==> config.mk <==
export PLATFORM = sky130hd
export DESIGN_NAME = aes_req_arbiter
export DESIGN_NICKNAME = d
export VERILOG_FILES = /design/src/rtl/aes_arb_pkg.sv /design/src/rtl/aes_arb_rr.sv /design/src/rtl/aes_req_arbiter.sv
export SDC_FILE = /design/constraint.sdc
export NUM_CORES = 1
export LEC_CHECK = 0
export BUFFER_PORTS_ARGS = -buffer_cell sky130_fd_sc_hd__clkbuf_2
export CAP_MARGIN = 20
export CORE_AREA = 2 2 401 403
export CTS_CLUSTER_DIAMETER = 200
export CTS_CLUSTER_SIZE = 40
export DETAILED_ROUTE_END_ITERATION = 16
export DIE_AREA = 0 0 403 405
export PLACE_DENSITY = 0.3
export SLEW_MARGIN = 20
export SYNTH_ARGS = -nofsm -noshare
export SYNTH_HDL_FRONTEND = slang
export SYNTH_SLANG_ARGS = --single-unit
==> constraint.sdc <==
create_clock -name clk -period 3.9 [get_ports clk]
set_input_delay 0.585 -clock clk [delete_from_list [all_inputs] [get_ports clk]]
set_output_delay 0.585 -clock clk [all_outputs]
set_load 0.005 [all_outputs]
==> src/rtl/aes_arb_pkg.sv <==
// Shared definitions for the two-requester AES core arbiter.
//   arb_state_e : controller states (IDLE -> ISSUE -> WAIT -> RESP -> IDLE)
//   NREQ        : number of requesters sharing the core
//   W_DEF, TIMEOUT_DEF, TO_W_DEF : default data width, watchdog limit and
//                 watchdog counter width (2**TO_W must exceed TIMEOUT)
`timescale 1ns/1ps
package aes_arb_pkg;

  localparam int NREQ        = 2;
  localparam int W_DEF       = 128;
  localparam int TIMEOUT_DEF = 64;
  localparam int TO_W_DEF    = 10;

  typedef enum logic [1:0] {
    IDLE  = 2'd0,
    ISSUE = 2'd1,
    WAIT  = 2'd2,
    RESP  = 2'd3
  } arb_state_e;

endpackage

==> src/rtl/aes_arb_rr.sv <==
// Two-way round-robin grant, purely combinational.
//   req       : request bits, bit i = requester i
//   prio      : requester that wins when both request
//   grant_vld : at least one request present
//   grant_idx : index of the granted requester (0 when nothing requests)
`timescale 1ns/1ps
module aes_arb_rr
  import aes_arb_pkg::*;
(
  input  logic [NREQ-1:0] req,
  input  logic            prio,
  output logic            grant_vld,
  output logic            grant_idx
);

  always_comb begin
    grant_vld = |req;
    grant_idx = 1'b0;
    case (req)
      2'b01:   grant_idx = 1'b0;
      2'b10:   grant_idx = 1'b1;
      2'b11:   grant_idx = prio;
      default: grant_idx = 1'b0;
    endcase
  end

endmodule

==> src/rtl/aes_req_arbiter.sv <==
// Shares one AES encryption core between two requesters. One operation is
// outstanding at a time: a plaintext/key pair is latched from the granted
// requester, the core is started with a one-cycle pulse, and the core result
// (or an error after a watchdog timeout) is returned to that requester.
// Ports:
//   clk, rst                 : clock (rising edge), async active-low reset
//   req_valid/req_ready      : per-requester request handshake
//   req_state/req_key        : packed plaintexts/keys, [W-1:0] = REQ0
//   rsp_valid/rsp_ready      : per-requester response handshake
//   rsp_data, rsp_err        : ciphertext (0 on error), timeout flag
//   aes_state/aes_key        : operands to the core, stable ISSUE..WAIT
//   aes_start                : one-cycle start pulse to the core
//   aes_out/aes_done         : core result and completion pulse
//   busy                     : controller not in IDLE
//   owner                    : current / last granted requester
// TIMEOUT legal range is 2..1023.
`timescale 1ns/1ps
module aes_req_arbiter
  import aes_arb_pkg::*;
#(
  parameter int W       = W_DEF,
  parameter int TIMEOUT = TIMEOUT_DEF,
  parameter int TO_W    = TO_W_DEF
) (
  input  logic            clk,
  input  logic            rst,
  input  logic [NREQ-1:0] req_valid,
  output logic [NREQ-1:0] req_ready,
  input  logic [2*W-1:0]  req_state,
  input  logic [2*W-1:0]  req_key,
  output logic [NREQ-1:0] rsp_valid,
  input  logic [NREQ-1:0] rsp_ready,
  output logic [W-1:0]    rsp_data,
  output logic            rsp_err,
  output logic [W-1:0]    aes_state,
  output logic [W-1:0]    aes_key,
  output logic            aes_start,
  input  logic [W-1:0]    aes_out,
  input  logic            aes_done,
  output logic            busy,
  output logic            owner
);

  localparam logic [TO_W-1:0] TO_LAST = TO_W'(TIMEOUT - 1);

  arb_state_e      r_state;
  arb_state_e      w_next;
  logic            w_gvld;
  logic            w_gidx;
  logic            w_to_hit;
  logic            w_rsp_ack;
  logic            r_prio;
  logic            r_owner;
  logic            r_rsp_err;
  logic [TO_W-1:0] r_wdog;
  logic [W-1:0]    r_aes_state;
  logic [W-1:0]    r_aes_key;
  logic [W-1:0]    r_rsp_data;

  aes_arb_rr u_rr (
    .req       (req_valid),
    .prio      (r_prio),
    .grant_vld (w_gvld),
    .grant_idx (w_gidx)
  );

  assign w_to_hit  = (r_wdog == TO_LAST);
  // Only the owner's rsp_ready can complete a response.
  assign w_rsp_ack = rsp_ready[r_owner];

  always_ff @(posedge clk or negedge rst) begin
    if (!rst) begin
      r_state <= IDLE;
    end else begin
      r_state <= w_next;
    end
  end

  always_comb begin
    w_next    = r_state;
    req_ready = '0;
    rsp_valid = '0;
    aes_start = 1'b0;
    busy      = (r_state != IDLE);
    case (r_state)
      IDLE: begin
        // Gated by rst so req_ready stays low while reset is asserted even
        // if requesters keep their valid lines up.
        if (w_gvld && rst) begin
          req_ready[w_gidx] = 1'b1;
          w_next            = ISSUE;
        end
      end
      ISSUE: begin
        aes_start = 1'b1;
        w_next    = WAIT;
      end
      WAIT: begin
        if (aes_done || w_to_hit) w_next = RESP;
      end
      RESP: begin
        rsp_valid[r_owner] = 1'b1;
        if (w_rsp_ack) w_next = IDLE;
      end
      default: w_next = IDLE;
    endcase
  end

  always_ff @(posedge clk or negedge rst) begin
    if (!rst) begin
      r_prio      <= 1'b0;
      r_owner     <= 1'b0;
      r_rsp_err   <= 1'b0;
      r_wdog      <= '0;
      r_aes_state <= '0;
      r_aes_key   <= '0;
      r_rsp_data  <= '0;
    end else begin
      case (r_state)
        IDLE: begin
          if (w_gvld) begin
            r_owner     <= w_gidx;
            r_aes_state <= w_gidx ? req_state[2*W-1:W] : req_state[W-1:0];
            r_aes_key   <= w_gidx ? req_key[2*W-1:W]   : req_key[W-1:0];
          end
        end
        ISSUE: r_wdog <= '0;
        WAIT: begin
          // A done arriving on the timeout cycle still delivers the result.
          if (aes_done) begin
            r_rsp_data <= aes_out;
            r_rsp_err  <= 1'b0;
          end else begin
            r_wdog <= r_wdog + TO_W'(1);
            if (w_to_hit) begin
              r_rsp_data <= '0;
              r_rsp_err  <= 1'b1;
            end
          end
        end
        RESP: begin
          if (w_rsp_ack) r_prio <= ~r_owner;
        end
        default: ;
      endcase
    end
  end

  assign aes_state = r_aes_state;
  assign aes_key   = r_aes_key;
  assign rsp_data  = r_rsp_data;
  assign rsp_err   = r_rsp_err;
  assign owner     = r_owner;

endmodule

Yosys cells after proc, flatten, opt, wreduce, memory -nomap -nowiden. Cells that the tools add are included.

Magnitude comparators: 4. Bitwise logic cells: 1. Div/mod/pow operators: 0. Multiplexer cells: 23. Reductions and logical operators: 14. Shifts and indexed selects: 0. Multiply operators: 0. Add/sub/neg operators: 1. Equal/unequal tests: 10.

Operators by type and width (count): 128-bit 2-to-1 mux (4); 10-bit case mux with 2 select lines (1); 2-bit 2-to-1 mux (6); 10-bit by 1-bit adder with 10-bit output, second input constant (1); 10-bit by 6-bit equality test with 1-bit output, second input constant (1); 10-bit 2-to-1 mux (1); 2-bit equality test, second input constant (4); 2-bit != test, second input constant (4); 2-bit case mux with 4 select lines (1); 2-bit AND reduction (4); 1-bit 2-to-1 mux (7); 2-bit nonzero test (3); 1-bit by 2-bit < comparator with 1-bit output, second input constant (2); 1-bit logical AND (3); 3-bit AND reduction (1); 1-bit demux with 1-bit select (2); 2-bit by 1-bit equality test with 1-bit output, second input constant (1); 1-bit >= comparator, second input constant (2); 2-bit logical NOT (1); 1-bit case mux with 2 select lines (1); 2-bit OR reduction (1); 1-bit logical OR (1); 1-bit NOT (1).

Output and inout port bits: 392. Word-level logic and storage cells: 61. Memory bits (read-only): 0. Memories: 0. Register bits: 399. RAM bits: 0. Latch bits: 0. Bits of input ports: 647.

Depth between registers and ports, before layout.
Word-level depth: 8. Depth in mapped cells: 8. Depth with buffers taken out: 6.

By module. From an unflattened synthesis, not the netlist that was laid out.

Cell total of the unflattened synthesis: 1484. Area, all modules: 16938.7 µm².

Modules (own cells, without submodules): aes_req_arbiter (sequential area each 9984.6 µm², cells an instance 1481, times used 1, area each 16921.2 µm²); aes_arb_rr (sequential area each 0.0 µm², cells an instance 3, times used 1, area each 17.5 µm²).

Worst setup path after synthesis. Ideal clock, no wire load.

Path kind: input -> output. Start point: in req_valid[1]. End point: out req_ready[0]. Path slack: 1.694 ns. Path buffers: 3. Required time: 3.315 ns. Arrival: 1.621 ns. Stages on the path: 5. Cell sequence: o21ai_1 -> buf_2 -> buf_2 -> buf_2 -> nor3b_1.

Longest elaborated chain between the ends: 8. Elaborated cells on any way between the ends: 12. Those cells by class: order compare: 2; eq/ne: 2; mux: 5; reduce/logical: 3.

RTL lines: from (decl) (RTL line aes_req_arbiter.sv:27) `input logic [NREQ-1:0] req_valid,`; 2-bit equality test (RTL line aes_arb_rr.sv:19) `case (req)`; 1-bit case mux with 2 select lines (RTL line aes_arb_rr.sv:19); 1-bit by 2-bit < comparator with 1-bit output (not written as such) or 1-bit >= comparator (tied branches) (RTL line aes_req_arbiter.sv:90) `req_ready[w_gidx] = 1'b1;`; 1-bit logical AND (not written as such) (RTL line aes_req_arbiter.sv:90); 1-bit 2-to-1 mux (not written as such) (RTL line aes_req_arbiter.sv:90); 1-bit demux with 1-bit select (RTL line aes_req_arbiter.sv:90); 2-bit 2-to-1 mux (*) (RTL line aes_req_arbiter.sv:89) `if (w_gvld && rst) begin`; 2-bit 2-to-1 mux (*) (RTL line aes_req_arbiter.sv:85) `case (r_state)`; to (decl) (RTL line aes_req_arbiter.sv:28) `output logic [NREQ-1:0] req_ready,`.

Every way passes the cells marked *; elsewhere a longest branch is shown, timed or not.

Worst setup path in the final report.
Start point: reg r_state[0]. End point: out req_ready[0].

Longest elaborated chain between the ends: 2.

RTL lines: from (decl) (RTL line aes_req_arbiter.sv:46) `arb_state_e r_state;`; from (signal assigned) (RTL line aes_req_arbiter.sv:75) `r_state <= w_next;`; 2-bit logical NOT (RTL line aes_req_arbiter.sv:85); 2-bit 2-to-1 mux (RTL line aes_req_arbiter.sv:85).

No other way between the ends.

==> impl_metrics.csv <==
group,metric,value,unit
outcome,outcome,"finished, final reports clean",
synth,synth-edff-count,0,
setup_path,crit_fanout,33,
synth,yosys_most_used_dff,"dfrtp_1",
clocking,clk_pin_slew,0.16,ns
sta,tightest_slew,0.932,ns
synth,ys_top_cells_by_area,"dfrtp_1 (59%), mux2i_1 (15%), o21ai_0 (7.8%)",
sta,fmax,341,MHz
global_route,grt_pass1_wl,121,mm
synth,ys_types,31,
drt,ant_nets,0,
synth,yosysTopAreaCellShare,58.9,%
drt,wl_per_cell,19.5,µm
layout,final_common_cell,"clkbuf_2",
clocking,cts_buffers,14,
clocking,post_cts_buffers,0,
die,num_io_pins,1039,
die,num_rows,147,
sta,finClkSkew,0.0252,ns
worst_hold_path,worst_hold_path.num_cells,2,
sta,grt_setup_unrepaired,"false",
drt,first_pass_iters,5,
sta,finalMaxSlewViolations,0,
synth,avgSynthCellArea,11.4,µm²
drt,routed_via_density,3.27,
synth,syn_area,17000,µm²
power_and_ir_drop,p_leak,0.0130,µW
sta,worst_slack,0.967,ns
layout,synthToLayoutAreaGrowth,47.8,%
sta,post-route-period-util,75.2,%
layout,nFillCells,18100,
die,fp.dieH,405,µm
synth,async_flop_share,100,%
worst_hold_path,hp-class,"primary input to register",
sta,hold_violations,0,
sta,relSlewSlack,37.8,%
layout,final_cell_mix,"clkbuf_2 (1037), dfrtp_1 (399), nand2_1 (266)",
placement,routabilityCongestion,0.801,
drt,drc,0,
placement,io_buffers,1038,
synth,synth_warnings,0,
setup_path,path_class,"register to primary output",
drt,vias,14800,
synth,syn_inst,1481,
layout,fin_area,25100,µm²
run,drv_cap,0,
clocking,htree_levels,1,
synth,ys_seq_elements,399,
power_and_ir_drop,powerDensity,674,nW/µm²
global_route,grt_overflow,0,
global_route,grt_max_degree,134,
sta,period_minus_slack,2.93,ns
placement,dp.cells,4520,
setup_path,endpoint_kind,"primary output",
sta,finalSetupViolCount,0,
layout,nets,3103,
clocking,cts_num_sinks,399,
clocking,clkLatencyLatePin,0.60,ns
layout,multi_input_area,6400,µm²
synth,yosys.area.top_type,"dfrtp_1",
drt,routed_wl,88.8,mm
clocking,clk_path_buf_depth,3,
power_and_ir_drop,finalPower,16900,µW
die,die_area,163000,µm²
setup_path,crit_arrival,2.35,ns
setup_path,required,3.31,ns
setup_path,cp-start-kind,"register",
synth,ys_seq_area_share,58.9,%
sta,setup_tns,0,ns
layout,layoutNonFillerInstCount,4544,
die,die_w,403,µm
placement,post-place-ws,1.22,ns
placement,place.detailed.hpwl,72.3,mm
clocking,cts_tree,"done",
clocking,clockRootBuffer,"clkbuf_16",
layout,seqCellArea,9980,µm²
die,core,159000,µm²
power_and_ir_drop,peakVddDrop,0.293,mV
global_route,antenna_found_initial,16,
global_route,grt_use_total,10.4,%
die,start_util,10.6,%
setup_path,worstRegToRegCells,5,
drt,drtIter0Drc,563,
placement,place_area,24600,µm²
global_route,grt_pass1_vias,15400,
synth,synth_nets,2133,
layout,post_route_cells_drive_above_1_share,44.6,%
[report_power, final]
group	total, µW	internal [µW]	switching [µW]	leakage, µW
clock	2260	730	1530	0.000208
combinational	7290	3070	4220	0.00784
sequential	7340	6080	1270	0.00495
total	16900	9870	7020	0.0130
[sequential cells by signal (all words and copies together) (netlist names)]
register,count
rsp_err,1
aes_state,128
rsp_data,128
r_wdog,10
aes_key,128
r_prio,1
owner,1
r_state,2
[cell usage after synthesis (5+ instances only)]
| cell | count |
|---|---|
| a22o_1 | 129 |
| clkbuf_1 | 47 |
| mux2i_1 | 259 |
| buf_6 | 13 |
| nand4_1 | 5 |
| dfrtp_1 | 399 |
| buf_2 | 45 |
| nand2_1 | 266 |
| ha_1 | 5 |
| buf_1 | 9 |
| o21ai_0 | 265 |
[kinds of logic after synthesis]
logic type | Yosys count | synth area share, %
multiplexers | 261 | 15.4
XOR/XNOR | 1 | 0.0517
AND/OR/NAND/NOR | 290 | 6.77
adder cells (fa/ha/maj) | 5 | 0.369
flip-flops | 399 | 58.9
buffers and inverters | 119 | 3.56
AO/OA/AOI/OAI | 406 | 14.9
[path summary, 6_finish.rpt]
check	startpoint	endpoint	slack [ns]
min in group asynchronous	rst	rsp_data[14]	0.51
worst min register to register	aes_state[111]	aes_state[111]	0.49
worst min-delay path	aes_out[107]	rsp_data[107]	0.18
worst max-delay path	r_state[0]	req_ready[0]	0.97
worst max register to register	r_wdog[7]	rsp_data[113]	1.43
max in group asynchronous	rst	aes_key[37]	2.11
[stage by stage]
stage	utilization (%)	hold WS, ns
floorplan	-	0.289
global placement	15.5	0.461
detailed placement	15.5	0.469
CTS	15.7	0.118
global route	15.7	0.126
finish	15.7	0.185
[final cells by class]
type | instances | area share [%]
well taps | 2086 | 10.4
multi-input cells | 963 | 25.6
clock buffers | 15 | 1.50
repair buffers | 1069 | 22.4
clock inverters | 4 | 0.185
diodes | 4 | 0.0399
flip-flops and latches | 399 | 39.8
inverters | 4 | 0.0599
[per-layer routing]
| metal | vias to the layer above | part of all wire, % | global-route usage (%) | routed length (µm) |
|---|---|---|---|---|
| li1 | 7166 | - | - | - |
| met2 | 587 | 51 | 18.6 | 45200 |
| met1 | 7005 | 37 | 11.3 | 32700 |
| met4 | 14 | 2.9 | 2.97 | 2600 |
| met5 | - | 0.092 | 0 | 82 |
| met3 | 74 | 9.2 | 4.03 | 8200 |
[repair_timing]
action	in CTS	in global routing
hold buffers	1	0
gates resized for setup	0	0
endpoints found under the hold margin	41	0
[critical path, cell delays in order (launching register included)]
cell,delay (ns)
dfrtp_1,0.44
inv_1,0.11
ha_1,0.42
o21ai_4,0.34
nor3b_1,0.27
clkbuf_2,0.17
(Power assumes the default switching activity.)
